**src/rtl/pipe_stage_reg_pkg.sv**
```systemverilog
// Shared definitions for the generic inter-stage pipeline register:
// occupancy state encodings and the RV32 NOP used as the bubble value.
package pipe_stage_reg_pkg;

  // Occupancy of the register: nothing held, main entry held, main + skid held.
  typedef enum logic [1:0] {
    PS_EMPTY = 2'd0,
    PS_FULL  = 2'd1,
    PS_SKID  = 2'd2
  } ps_state_e;

  // ADDI x0, x0, 0 -- the canonical RV32 NOP, injected as a pipeline bubble.
  localparam logic [31:0] RV32_NOP = 32'h0000_0013;

endpackage

```
**src/rtl/pipe_stage_reg_sat_counter.sv**
```systemverilog
// Saturating up-counter used for pipeline statistics. It counts one per
// cycle with INC high and sticks at all-ones instead of wrapping.
module pipe_stage_sat_counter #(
  parameter int WIDTH = 16
) (
  input  logic             CLK,
  input  logic             RESET,
  input  logic             INC,
  output logic [WIDTH-1:0] COUNT
);

  logic [WIDTH-1:0] count_q;
  logic [WIDTH-1:0] count_d;

  // Next count: increment only while below the saturation value.
  always_comb begin
    count_d = count_q;
    if (INC && (count_q != {WIDTH{1'b1}})) begin
      count_d = count_q + 1'b1;
    end
  end

  // Counter register, cleared only by reset.
  always_ff @(posedge CLK or posedge RESET) begin
    if (RESET) begin
      count_q <= '0;
    end else begin
      count_q <= count_d;
    end
  end

  assign COUNT = count_q;

endmodule

```
**src/rtl/pipe_stage_reg.sv**
```systemverilog
// Generic multi-lane inter-stage pipeline register with valid/ready
// handshake, a one-entry skid buffer behind the main entry, a synchronous
// FLUSH that turns the stage into a bubble, and the global BUSYWAIT freeze.
// Optional statistics counters are built when PIPE_STAGE_REG_STATS_EN is
// defined; without it the ports and counters do not exist.
module pipe_stage_reg
  import pipe_stage_reg_pkg::*;
#(
  parameter int                    DATA_WIDTH   = 32,
  parameter int                    NUM_LANES    = 2,
  parameter logic [DATA_WIDTH-1:0] BUBBLE_VALUE = DATA_WIDTH'(RV32_NOP)
`ifdef PIPE_STAGE_REG_STATS_EN
  ,
  parameter int                    CNT_WIDTH    = 16
`endif
) (
  input  logic                            CLK,
  input  logic                            RESET,
  input  logic                            BUSYWAIT,
  input  logic                            FLUSH,
  input  logic                            IN_VALID,
  output logic                            IN_READY,
  input  logic [NUM_LANES*DATA_WIDTH-1:0] IN_DATA,
  output logic                            OUT_VALID,
  input  logic                            OUT_READY,
  output logic [NUM_LANES*DATA_WIDTH-1:0] OUT_DATA
`ifdef PIPE_STAGE_REG_STATS_EN
  ,
  output logic [CNT_WIDTH-1:0]            STALL_CYCLES,
  output logic [CNT_WIDTH-1:0]            BUBBLE_CYCLES
`endif
);

  localparam int W = NUM_LANES * DATA_WIDTH;
  // Lane 0 carries the bubble value, every other lane is zero.
  localparam logic [W-1:0] BUBBLE_WORD = W'(BUBBLE_VALUE);

  ps_state_e      state_q, state_d;
  logic [W-1:0]   main_q,  main_d;
  logic [W-1:0]   skid_q,  skid_d;
  logic           push;
  logic           pop;

  // Handshake qualifiers; BUSYWAIT blocks both sides of the transfer.
  always_comb begin
    IN_READY = (state_q != PS_SKID) && !BUSYWAIT;
    push     = IN_VALID && IN_READY;
    pop      = OUT_VALID && OUT_READY && !BUSYWAIT;
  end

  // Next state and data; FLUSH wins over everything but reset and drops any push.
  always_comb begin
    state_d = state_q;
    main_d  = main_q;
    skid_d  = skid_q;
    if (FLUSH) begin
      state_d                  = PS_EMPTY;
      main_d[DATA_WIDTH-1:0]   = BUBBLE_VALUE;
      skid_d[DATA_WIDTH-1:0]   = BUBBLE_VALUE;
    end else begin
      case (state_q)
        PS_EMPTY: begin
          if (push) begin
            state_d = PS_FULL;
            main_d  = IN_DATA;
          end
        end
        PS_FULL: begin
          if (push && pop) begin
            main_d = IN_DATA;
          end else if (push) begin
            state_d = PS_SKID;
            skid_d  = IN_DATA;
          end else if (pop) begin
            state_d = PS_EMPTY;
          end
        end
        PS_SKID: begin
          // IN_READY is low here, so only draining is possible.
          if (pop) begin
            state_d = PS_FULL;
            main_d  = skid_q;
          end
        end
        default: begin
          state_d = PS_EMPTY;
        end
      endcase
    end
  end

  // State and entry registers; reset discards held data and loads bubbles.
  always_ff @(posedge CLK or posedge RESET) begin
    if (RESET) begin
      state_q <= PS_EMPTY;
      main_q  <= BUBBLE_WORD;
      skid_q  <= BUBBLE_WORD;
    end else begin
      state_q <= state_d;
      main_q  <= main_d;
      skid_q  <= skid_d;
    end
  end

  assign OUT_VALID = (state_q != PS_EMPTY);
  assign OUT_DATA  = main_q;

`ifdef PIPE_STAGE_REG_STATS_EN
  pipe_stage_sat_counter #(.WIDTH(CNT_WIDTH)) u_stall_cnt (
    .CLK   (CLK),
    .RESET (RESET),
    .INC   (BUSYWAIT),
    .COUNT (STALL_CYCLES)
  );

  pipe_stage_sat_counter #(.WIDTH(CNT_WIDTH)) u_bubble_cnt (
    .CLK   (CLK),
    .RESET (RESET),
    .INC   (!OUT_VALID),
    .COUNT (BUBBLE_CYCLES)
  );
`endif

endmodule
```
**config.mk**
```make
export PLATFORM = sky130hd
export DESIGN_NAME = pipe_stage_reg
export DESIGN_NICKNAME = d
export VERILOG_FILES = /design/src/rtl/pipe_stage_reg_pkg.sv /design/src/rtl/pipe_stage_reg_sat_counter.sv /design/src/rtl/pipe_stage_reg.sv
export SDC_FILE = /design/constraint.sdc
export NUM_CORES = 1
export LEC_CHECK = 0
export CAP_MARGIN = 30
export CORE_MARGIN = 8
export CORE_UTILIZATION = 23
export CTS_BUF_LIST = sky130_fd_sc_hd__clkbuf_8
export CTS_CLUSTER_DIAMETER = 100
export DETAILED_ROUTE_END_ITERATION = 10
export PLACE_DENSITY = 0.54
export SETUP_SLACK_MARGIN = 0.02
export SLEW_MARGIN = 5
export SYNTH_ARGS = -nofsm -noshare
export SYNTH_HDL_FRONTEND = slang
export SYNTH_SLANG_ARGS = --single-unit
```
**constraint.sdc**
```tcl
create_clock -name CLK -period 4.75 [get_ports CLK]
set_input_delay 1.1875 -clock CLK [delete_from_list [all_inputs] [get_ports CLK]]
set_output_delay 1.1875 -clock CLK [all_outputs]
set_load 0.005 [all_outputs]
```
== Word-level counts from Yosys, hierarchy flattened ==
Cells that the tools add are included.

* Word-level logic and storage cells: 52
* Register bits: 130

* Equality and inequality tests: 12
* Bitwise logic cells: 2
* Muxes and demuxes: 16
* Reductions and logical operators: 17

{| class="wikitable"
|+ Operators by type and width
! kind !! count
|-
| $mux 64 || 3
|-
| $pmux 64 s3 || 1
|-
| $mux 32 || 5
|-
| $mux 2 || 6
|-
| $ne 3x3->1 const B || 4
|-
| $reduce_and 4->1 || 3
|-
| $ne 2x2->1 const B || 5
|-
| $pmux 2 s3 || 1
|-
| $reduce_bool 2->1 || 3
|-
| $logic_and 1x1->1 || 5
|-
| $reduce_and 5->1 || 1
|-
| $ne 4x4->1 const B || 1
|-
| $reduce_bool 4->1 || 1
|-
| $reduce_and 3->1 || 1
|-
| $reduce_bool 3->1 || 1
|-
| $eq 2x1->1 const B || 1
|-
| $eq 2x2->1 const B || 1
|-
| $logic_not 2->1 || 1
|-
| $not 1->1 || 2
|-
| $logic_not 1->1 || 1
|}

== Depth between registers and ports, before layout ==
Gate-level depths: netlist of the first run.

* Depth in word-level cells: 8
* Mapped depth: 8

== Least setup slack after synthesis of the first run ==
No wires, ideal clock.

* Path kind: input -> register
* Start: input port OUT_READY
* End: register main_q[38] (netlist: OUT_DATA[38])
* Arrival: 2.420 ns
* Stages on the path: 7
* Path slack: 2.205 ns
* Cell sequence: buf_4 nand2b_1 a22oi_1 or3_1 buf_6 buf_6 mux2_4

* Cells in the longest elaborated chain, start to end: 5

{| class="wikitable"
|+ Ends and longest elaborated chain
! element !! RTL line !! source
|-
| from (decl) || pipe_stage_reg.sv:25 || <nowiki>input logic OUT_READY,</nowiki>
|-
| $logic_and 1x1->1 (*) (2 in a row) || pipe_stage_reg.sv:48 || <nowiki>pop = OUT_VALID && OUT_READY && !BUSYWAIT;</nowiki>
|-
| $logic_and 1x1->1 || pipe_stage_reg.sv:69 || <nowiki>if (push && pop) begin</nowiki>
|-
| $ne 2x2->1 (no source line) || n/a ||
|-
| $reduce_and 5->1 (no source line) (*) || n/a ||
|-
| to (signal assigned) || pipe_stage_reg.sv:100 || <nowiki>main_q <= main_d;</nowiki>
|-
| to (decl) || pipe_stage_reg.sv:39 || <nowiki>logic [W-1:0] main_q, main_d;</nowiki>
|}

Mark *: on every way between the ends. The rest lies on a longest branch, timed or not.
A chain may end at the register's enable or synchronous reset.

== Worst setup path after layout of the first run ==
* Start: input port BUSYWAIT
* End: output port IN_READY

* Cells in the longest elaborated chain, start to end: 2

{| class="wikitable"
|+ Ends and longest elaborated chain
! element !! RTL line !! source
|-
| from (decl) || pipe_stage_reg.sv:19 || <nowiki>input logic BUSYWAIT,</nowiki>
|-
| $logic_not 1->1 || pipe_stage_reg.sv:46 || <nowiki>IN_READY = (state_q != PS_SKID) && !BUSYWAIT;</nowiki>
|-
| $logic_and 1x1->1 || pipe_stage_reg.sv:46 ||
|-
| to (decl) || pipe_stage_reg.sv:22 || <nowiki>output logic IN_READY,</nowiki>
|}

Every way passes these cells.

==> metrics, run 1 <==
outcome=complete, no violations; first-pass GRT wire length=between 20000 and 30000 microns; required time worst endpoint=3560 ps; Sink Count=130; Post CTS Setup Buffer Count=0; Post-CTS Hold Buffers=0; endpoints failing setup=0; compound-gate portion of the synthesized area=10.0%; min cycle time layout=3550 ps; most frequent cells in the layout=135 x clkdlybuf4s50_1, 124 x dfrtp_1, 96 x nand2_1; post-synthesis mux area share=a little over 20%; Setup TNS Final=0 ps; RSZ-0062 raised after global routing=false; final core occ=a little under a third; post-cts gate resize count=0; Synth Area in XOR/XNOR=0%; VDD IR max=roughly 0.00016 V; PwrDens=363 mW/mm^2; Worst-Skew Late Latency=around 440 ps; clock buffer depth=2; Final Wtd Congestion=about 0.74; via count=a little over 4k; area of the mapped netlist=between 0.005 and 0.006 sq mm; area leader, netlist=dfrtp_1; ant diodes=0; area share of fa/ha/maj cells after synthesis=0%; Final HPWL DP=10300 microns; area delta synth->final=35.9%; synthesized netlist cell count=455; DR pass1 iterations=4; WL/cell=around 17 microns; f_max=282 MHz; H-tree Lvls=4; Hold Fails Final Rpt=0; Max Cap Viol=0; vias in the first global route=roughly 4.5k; die span in y=roughly 170 microns; largest family of logic cells by synthesized area=multiplexers; WP data arrival=between 2000 and 2500 ps; final period utilization=74.6%; Primary FF master, synth=dfrtp_1; Final ANT Viol Nets=0; largest net degree at the start of global routing=between 90 and 100; post-synthesis sequential area ratio=56.9%; I/O pins=between 100 and 150; row count=57; Cell variety after synth=31; clk slew on worst S/H paths=about 70 ps; full die area=slightly above 0.03 sq mm; Worst Tran Pin Value=approximately 840 ps; Hold Path Class=register to register; core area=around 0.024 sq mm; Die X=roughly 170 microns; largest fanout on the critical path=7; area of the multi-input gates=0.00229 sq mm; Filler cells=around 2.4k; nets=around 660; clock skew=10.5 ps; kind of end point of the critical path=output port; WS Path Type=primary input to output port; max-slew violations=0; synth warn=0; critical path startpoint=BUSYWAIT; vias per cell=4.37; commonest non-fill, non-tap cell in the layout=clkdlybuf4s50_1; critical path startpoint category=primary input; top post-synthesis cells by area=dfrtp_1 54%, mux2_2 7.5%, mux2_4 6.8%; GRT Util Overall=a little over a tenth; TritonCTS clock tree=yes; Post-synth EDFFs=0; initial antenna violation count=0; initial cell density of the core=a little under a quarter; Syn Area/Cell=12.6 sq um; Root Driver=clkbuf_8; fraction of layout cells with a size suffix above 1=19.6%; Hold Crit Start=OUT_DATA[12]$_DFFE_PP0P_; total clock buffers created by CTS=17; flip-flop and latch area=0.00326 sq mm; RR Startpoint=state_q[0]$_DFFE_PP0P_; final WL=between 15000 and 20000 microns; DR iter-0 viols=around 210; Simple-Gate Fraction of Synth Area=under 10%; DRC=0; Relative slew margins=approximately 44%; Leak=about 3.5 nW; asr flop ratio synth=100%; gr ovfl total=0; PortBufs=135; register bit total from synthesis=130; syn nets=525; share of the synthesized area in the top cell type=54.1%
-- synthesized netlist by cell type, types with 3 or more instances --
library cell / n
dfrtp_1: 124
o22a_1: 6
inv_1: 3
buf_2: 11
nor2_1: 19
buf_4: 4
mux2_2: 38
a22o_1: 24
mux2i_1: 35
buf_6: 6
mux2_4: 26
o2bb2ai_1: 29
clkbuf_1: 6
nand2_1: 96
dfstp_2: 6
buf_1: 3
-- sequential cells by signal (all words and copies together), names as in the netlist --
| register | cells |
|---|---|
| skid_q | 64 |
| OUT_DATA | 64 |
| state_q | 2 |
-- critical path, cell delays in order --
cell and delay, ps:
clkdlybuf4s50_1 510, nor2_1 150, clkdlybuf4s50_1 510
-- metrics by stage --
| stage | total power [mW] | worst slack, ps | cells | area (sq um) | hold slack, ps |
|---|---|---|---|---|---|
| 2_1_floorplan | 1.58 | 103 | 455 | 5730 | 472 |
| 6_report | 2.83 | 1200 | 922 | 7790 | 498 |
| 5_1_grt | 2.99 | 1160 | 922 | 7790 | 519 |
| 3_3_place_gp | 1.87 | 1130 | 891 | 7390 | 476 |
| 4_1_cts | 2.89 | 1190 | 922 | 7790 | 500 |
| 3_5_place_dp | 1.89 | 1040 | 891 | 7390 | 474 |
-- path summary, 6_finish.rpt --
path | end | slack (ps) | cells past startpoint
max reg2reg | OUT_DATA[0]$_DFFE_PP1P_ | 1870 | 6
min in group asynchronous | OUT_DATA[54]$_DFFE_PP0P_ | 1300 | 2
max | IN_READY | 1200 | 3
max in group asynchronous | skid_q[4]$_DFFE_PP1P_ | 2540 | 3
min | OUT_DATA[12]$_DFFE_PP0P_ | 500 | 1
min reg2reg | OUT_DATA[12]$_DFFE_PP0P_ | 500 | 1
-- area by class of cell --
type | count | share of cell area, %
sequential | 130 | 41.9
multi-input combinational | 292 | 29.4
timing repair buffer | 142 | 18.2
tap | 324 | 5.20
clock buffer | 19 | 3.36
clock inverter | 12 | 1.82
inverter | 3 | 0.209
-- cells by family (layout without fill, tap and decap cells) --
group | Yosys count | count (layout)
compound gates | 67 | 67
buf+inv | 33 | 176
flops | 130 | 130
mux | 99 | 99
simple gates | 126 | 126
-- per-layer routing --
metal  GRT usage, %  up-vias  share of wire (%)
met5              0        -                  0
met4           3.95        0                1.5
met3           3.77       13                5.7
met2           17.0      104                 46
met1           13.2     2061                 47
li1               -     1854                  -
-- report_power, final --
group	leakage [nW]	switching, mW	internal [mW]	total (mW)
Clock	0.210	0.438	0.537	0.976
Sequential	1.69	0.0814	1.25	1.33
Combinational	1.62	0.177	0.345	0.522
Total	3.51	0.697	2.13	2.83
Power figures use the tool's default switching activity.
==> run 2, diff against run 1 <==
==> constraint.sdc (replaced) <==
create_clock -name CLK -period 3.2 [get_ports CLK]
set_input_delay 0.8 -clock CLK [delete_from_list [all_inputs] [get_ports CLK]]
set_output_delay 0.8 -clock CLK [all_outputs]
set_load 0.005 [all_outputs]
==> metrics, run 2 (synthesis gave the netlist of run 1 again) <==
outcome=complete, no violations (unchanged); TritonCTS clock tree=yes (unchanged); Logic pwr share=17.6% (was 18.4%); Relative slew margins=49.7% (was 43.8%); Final ANT Viol Nets=0 (unchanged); final period utilization=86.5%; Post CTS Setup Buffer Count=0 (unchanged); vias in the first global route=4366 (was 4522); vias per cell=4.28 (was 4.37); Sw Pwr=1.06 mW (was 0.697 mW); area of the multi-input gates=0.00229 sq mm (unchanged); largest net degree at the start of global routing=131 (was 91); required time worst endpoint=2400 ps (was 3560 ps); nets=662 (was 656); clock buffer depth=2 (unchanged); DRC=0 (unchanged); clock skew=10.7 ps (was 10.5 ps); flip-flop and latch area=0.00326 sq mm (unchanged); Hold Fails Final Rpt=0 (unchanged); critical path startpoint category=primary input (unchanged); full die area=0.0302 sq mm (unchanged); I/O pins=136 (unchanged); Sink Count=130 (unchanged); row count=57 (unchanged); Setup TNS Final=0 ps (unchanged); core area=0.0244 sq mm (unchanged); fraction of layout cells with a size suffix above 1=20.8% (was 19.6%); Hold Path Class=register to register (unchanged); Root Driver=clkbuf_8 (unchanged); Worst-Skew Late Latency=430 ps (was 440 ps); area delta synth->final=38.8% (was 35.9%); gr ovfl total=0 (unchanged); WS Path Type=primary input to output port (unchanged); most frequent cells in the layout=135 x clkdlybuf4s50_1, 124 x dfrtp_1, 96 x nand2_1 (unchanged); Post-CTS Hold Buffers=0 (unchanged); WP data arrival=1970 ps (was 2360 ps); total power=4.43 mW (was 2.83 mW); internal power=3.37 mW (was 2.13 mW); first-pass GRT wire length=24300 microns (was 25700 microns); post-cts gate resize count=0 (unchanged); Reg2Reg Depth=5 (was 6); Final HPWL DP=10300 microns (about the same); sw frac=23.9% (was 24.6%); Worst path slowest cell=clkdlybuf4s50_1 (unchanged); clk slew on worst S/H paths=80 ps (was 70 ps); worst r2r dst=OUT_DATA[37]$_DFFE_PP0P_ (was OUT_DATA[0]$_DFFE_PP1P_); Hold Crit Start=OUT_DATA[3]$_DFFE_PP0P_ (was OUT_DATA[12]$_DFFE_PP0P_); initial cell density of the core=23.5% (unchanged); commonest non-fill, non-tap cell in the layout=clkdlybuf4s50_1 (unchanged); DR pass1 iterations=4 (unchanged); Filler cells=2450 (was 2429); crit-path cells=clkdlybuf4s50_1 -> nor2_1 -> clkdlybuf4s50_1 (unchanged); initial antenna violation count=0 (unchanged); WL/cell=16.4 microns (was 17.1 microns); final WL=15200 microns (was 15800 microns); Worst Tran Pin Value=754 ps (was 842 ps); r2r setup slk=1180 ps (was 1870 ps); final core occ=32.6% (was 31.9%); min cycle time layout=between 2000 and 3000 ps; worst hold path cell count=1 (unchanged); CP max stage delay=520 ps (was 510 ps); GRT Util Overall=10.0% (was 10.7%); Clk pwr share=37.7% (was 34.5%); WHS Endpoint=OUT_DATA[3]$_DFFE_PP0P_ (was OUT_DATA[12]$_DFFE_PP0P_); ant diodes=0 (unchanged); largest fanout on the critical path=7 (unchanged); Leak=3.59 nW (was 3.51 nW); most used cell, CP=clkdlybuf4s50_1 (unchanged); RSZ-0062 raised after global routing=false (unchanged); PortBufs=135 (unchanged); endpoints failing setup=0 (unchanged); Reg power frac=44.7% (was 47.1%); PwrDens=557 mW/mm^2 (was 363 mW/mm^2); max-slew violations=0 (unchanged); DR iter-0 viols=186 (was 213); total clock buffers created by CTS=17 (unchanged); RR Startpoint=state_q[1]$_DFFE_PP0P_ (was state_q[0]$_DFFE_PP0P_); Final Wtd Congestion=0.718 (was 0.737); Die X=174 microns (unchanged); Max Cap Viol=0 (unchanged); die span in y=174 microns (unchanged); via count=3979 (was 4032); H-tree Lvls=4 (unchanged); f_max=about 360 MHz; DP Cell Count=896 (was 891); kind of end point of the critical path=output port (unchanged); VDD IR max=0.000255 V (was 0.000156 V); Finished Layout Cells=929 (was 922)
[run 2: changes by cell type in the layout (fill, tap and decap cells not counted), sizes merged]
cell | previous run | this run
inv | 5 | 3
clkbuf | 19 | 20
buf | 7 | 13
bufinv | 3 | 5
[run 2: worst max-delay path by stage]
stage	startpoint	endpoint	slack (ps)	cells after the start
final	BUSYWAIT	IN_READY	430	3
after global routing	BUSYWAIT	IN_READY	380	3
after CTS	BUSYWAIT	IN_READY	430	3
after detailed placement	IN_VALID	OUT_DATA[37]$_DFFE_PP0P_	310	6
after global placement	IN_VALID	OUT_DATA[32]$_DFFE_PP0P_	330	6
after floorplan	RESET	OUT_DATA[10]$_DFFE_PP0P_	800	1
[run 2: worst max-delay path: cells and delay by family]
kind / cells / cell delay, ps
AND/OR/NAND/NOR: 1 / 140
buffers and inverters: 2 / 1030
[run 2: metal layers]
layer | track usage [%] | part of all wire, %
met1 | 12.4 | 46
met2 | 16.1 | 47
met3 | 3.77 | 6.6
met4 | 2.60 | 0.96
met5 | 0 | 0
[run 2: final cells by class]
class	instances	share of cell area (%)
inverters	3	0.189
well taps	324	5.10
flip-flops and latches	130	41.0
clock buffers	20	3.46
multi-input cells	292	28.8
repair buffers	148	18.9
clock inverters	12	2.55
[run 2: power by group through the flow]
stage                     clock network [mW]  registers, mW  logic (mW)
final                                   1.67           1.98       0.780
after global routing                    1.80           2.01       0.848
after CTS                               1.74           1.98       0.799
after detailed placement                   0           2.01       0.797
after global placement                     0           2.00       0.781
after floorplan                            0           1.99       0.357
[run 2: stage by stage]
stage,hold slack [ps],area (sq um),setup WS [ps]
finish,494,7950,432
global route,505,7950,383
CTS,499,7930,428
detailed placement,473,7450,306
global placement,478,7450,329
floorplan,472,5730,796
==> run 3, diff against run 2 <==
==> constraint.sdc (replaced) <==
create_clock -name CLK -period 3.2 [get_ports CLK]
set_input_delay 0.8 -clock CLK [delete_from_list [all_inputs] [get_ports CLK]]
set_output_delay 0.8 -clock CLK [all_outputs]
set_load 0.05 [all_outputs]
==> metrics, run 3 (synthesis gave the netlist of run 1 again) <==
outcome=complete, no violations (unchanged); design area=0.00799 sq mm (was 0.00795 sq mm); Worst path slowest cell=clkdlybuf4s50_1 (unchanged); VDD IR max=0.000274 V (was 0.000255 V); Leak=3.60 nW (was 3.59 nW); endpoints failing setup=0 (unchanged); clock skew=13.0 ps (was 10.7 ps); CP top delay family=buffers and inverters (unchanged); Hold Fails Final Rpt=0 (unchanged); PwrDens=594 mW/mm^2 (was 557 mW/mm^2); clk slew on worst S/H paths=80 ps (about the same); Relative slew margins=39.9% (was 49.7%); total power=4.74 mW (was 4.43 mW); Filler cells=2448 (was 2450); Worst-Skew Late Latency=430 ps (about the same); Setup WS pre-CTS=322 ps (was 306 ps); RSZ-0062 raised after global routing=false (unchanged); crit-path cells=or2_2 -> clkdlybuf4s50_1 (was clkdlybuf4s50_1 -> nor2_1 -> clkdlybuf4s50_1); die span in y=174 microns (unchanged); row count=57 (unchanged); Final ANT Viol Nets=0 (unchanged); min cycle time layout=2750 ps (was 2770 ps); I/O pins=136 (unchanged); core area=0.0244 sq mm (unchanged); final worst slack=452 ps (was 432 ps); sum of buffers and inverters on the critical path=1 (was 2); CP max stage delay=700 ps (was 520 ps); vias per cell=4.25 (was 4.28); largest fanout on the critical path=8 (was 7); initial antenna violation count=0 (unchanged); critical path startpoint category=register (was primary input); TritonCTS clock tree=yes (unchanged); post-cts gate resize count=0 (unchanged); via count=3969 (was 3979); DRC=0 (unchanged); Worst Tran Pin Value=902 ps (was 754 ps); WP data arrival=1950 ps (was 1970 ps); Setup TNS Final=0 ps (unchanged); PortBufs=135 (unchanged); Placed Area=0.00754 sq mm (was 0.00745 sq mm); H-tree Lvls=4 (unchanged); nets=666 (was 662); Root Driver=clkbuf_8 (unchanged); WS Path Type=register to output port (was primary input to output port); Post-CTS Hold Buffers=0 (unchanged); final period utilization=85.9% (was 86.5%); Final Wtd Congestion=0.755 (was 0.718); initial cell density of the core=23.5% (unchanged); first-pass GRT wire length=25000 microns (was 24300 microns); fraction of layout cells with a size suffix above 1=21.5% (was 20.8%); WL/cell=16.6 microns (was 16.4 microns); Max Cap Viol=0 (unchanged); max-slew violations=0 (unchanged); DR iter-0 viols=155 (was 186); DR pass1 iterations=5 (was 4); total clock buffers created by CTS=17 (unchanged); Die X=174 microns (unchanged); gr ovfl total=0 (unchanged); Finished Layout Cells=934 (was 929); Hold Path Class=register to register (unchanged); DP Cell Count=901 (was 896); commonest non-fill, non-tap cell in the layout=clkdlybuf4s50_1 (unchanged); Sink Count=130 (unchanged); Post CTS Setup Buffer Count=0 (unchanged); clock buffer depth=2 (unchanged); vias in the first global route=4501 (was 4366); area delta synth->final=39.4% (was 38.8%); f_max=364 MHz (was 361 MHz); largest net degree at the start of global routing=55 (was 131); GRT Util Overall=10.4% (was 10.0%); required time worst endpoint=2400 ps (about the same); final WL=15500 microns (was 15200 microns); kind of end point of the critical path=output port (unchanged); full die area=0.0302 sq mm (unchanged); most frequent cells in the layout=134 x clkdlybuf4s50_1, 124 x dfrtp_1, 96 x nand2_1 (was 135 x clkdlybuf4s50_1, 124 x dfrtp_1, 96 x nand2_1); Final HPWL DP=11100 microns (was 10300 microns)
[run 3: metrics by stage]
stage	hold WS [ps]	util [%]
3_5_place_dp	476	30.9
4_1_cts	500	32.7
5_1_grt	512	32.7
6_report	494	32.7
3_3_place_gp	477	30.9
2_1_floorplan	472	-
[run 3: final timing paths]
check                                          from                        to  slack (ps)  depth (start not counted)
setup / recovery             state_q[0]$_DFFE_PP0P_                 OUT_VALID         450                          2
hold / removal             OUT_DATA[29]$_DFFE_PP0P_  OUT_DATA[29]$_DFFE_PP0P_         490                          1
setup reg to reg             state_q[0]$_DFFE_PP0P_  OUT_DATA[22]$_DFFE_PP0P_        1120                          4
hold reg to reg            OUT_DATA[29]$_DFFE_PP0P_  OUT_DATA[29]$_DFFE_PP0P_         490                          1
max in group asynchronous                     RESET   OUT_DATA[1]$_DFFE_PP1P_        1720                          3
min in group asynchronous                     RESET    state_q[0]$_DFFE_PP0P_         840                          2
[run 3: final cells by class]
class	count	area, sq um	share of cell area [%]
Timing Repair Buffer	152	1580	19.7
Sequential cell	130	3260	40.8
Antenna cell	1	2.50	0.0313
Inverter	3	15.0	0.188
Clock inverter	11	150	1.88
Tap cell	324	405	5.08
Clock buffer	21	289	3.62
Multi-Input combinational cell	292	2290	28.6
[run 3: metal layers]
metal / track usage (%) / vias up / share of wire (%)
met5: 0 / - / 0
met4: 2.60 / 0 / 0.61
met3: 4.18 / 8 / 6.4
met2: 17.6 / 119 / 50
met1: 12.1 / 1965 / 43
li1: - / 1877 / -
[run 3: where the power goes]
part	switching [mW]	leakage, nW	internal, mW
Combinational	0.698	1.70	0.529
Clock	0.673	0.219	0.860
Sequential	0.123	1.69	1.86
Total	1.49	3.60	3.25
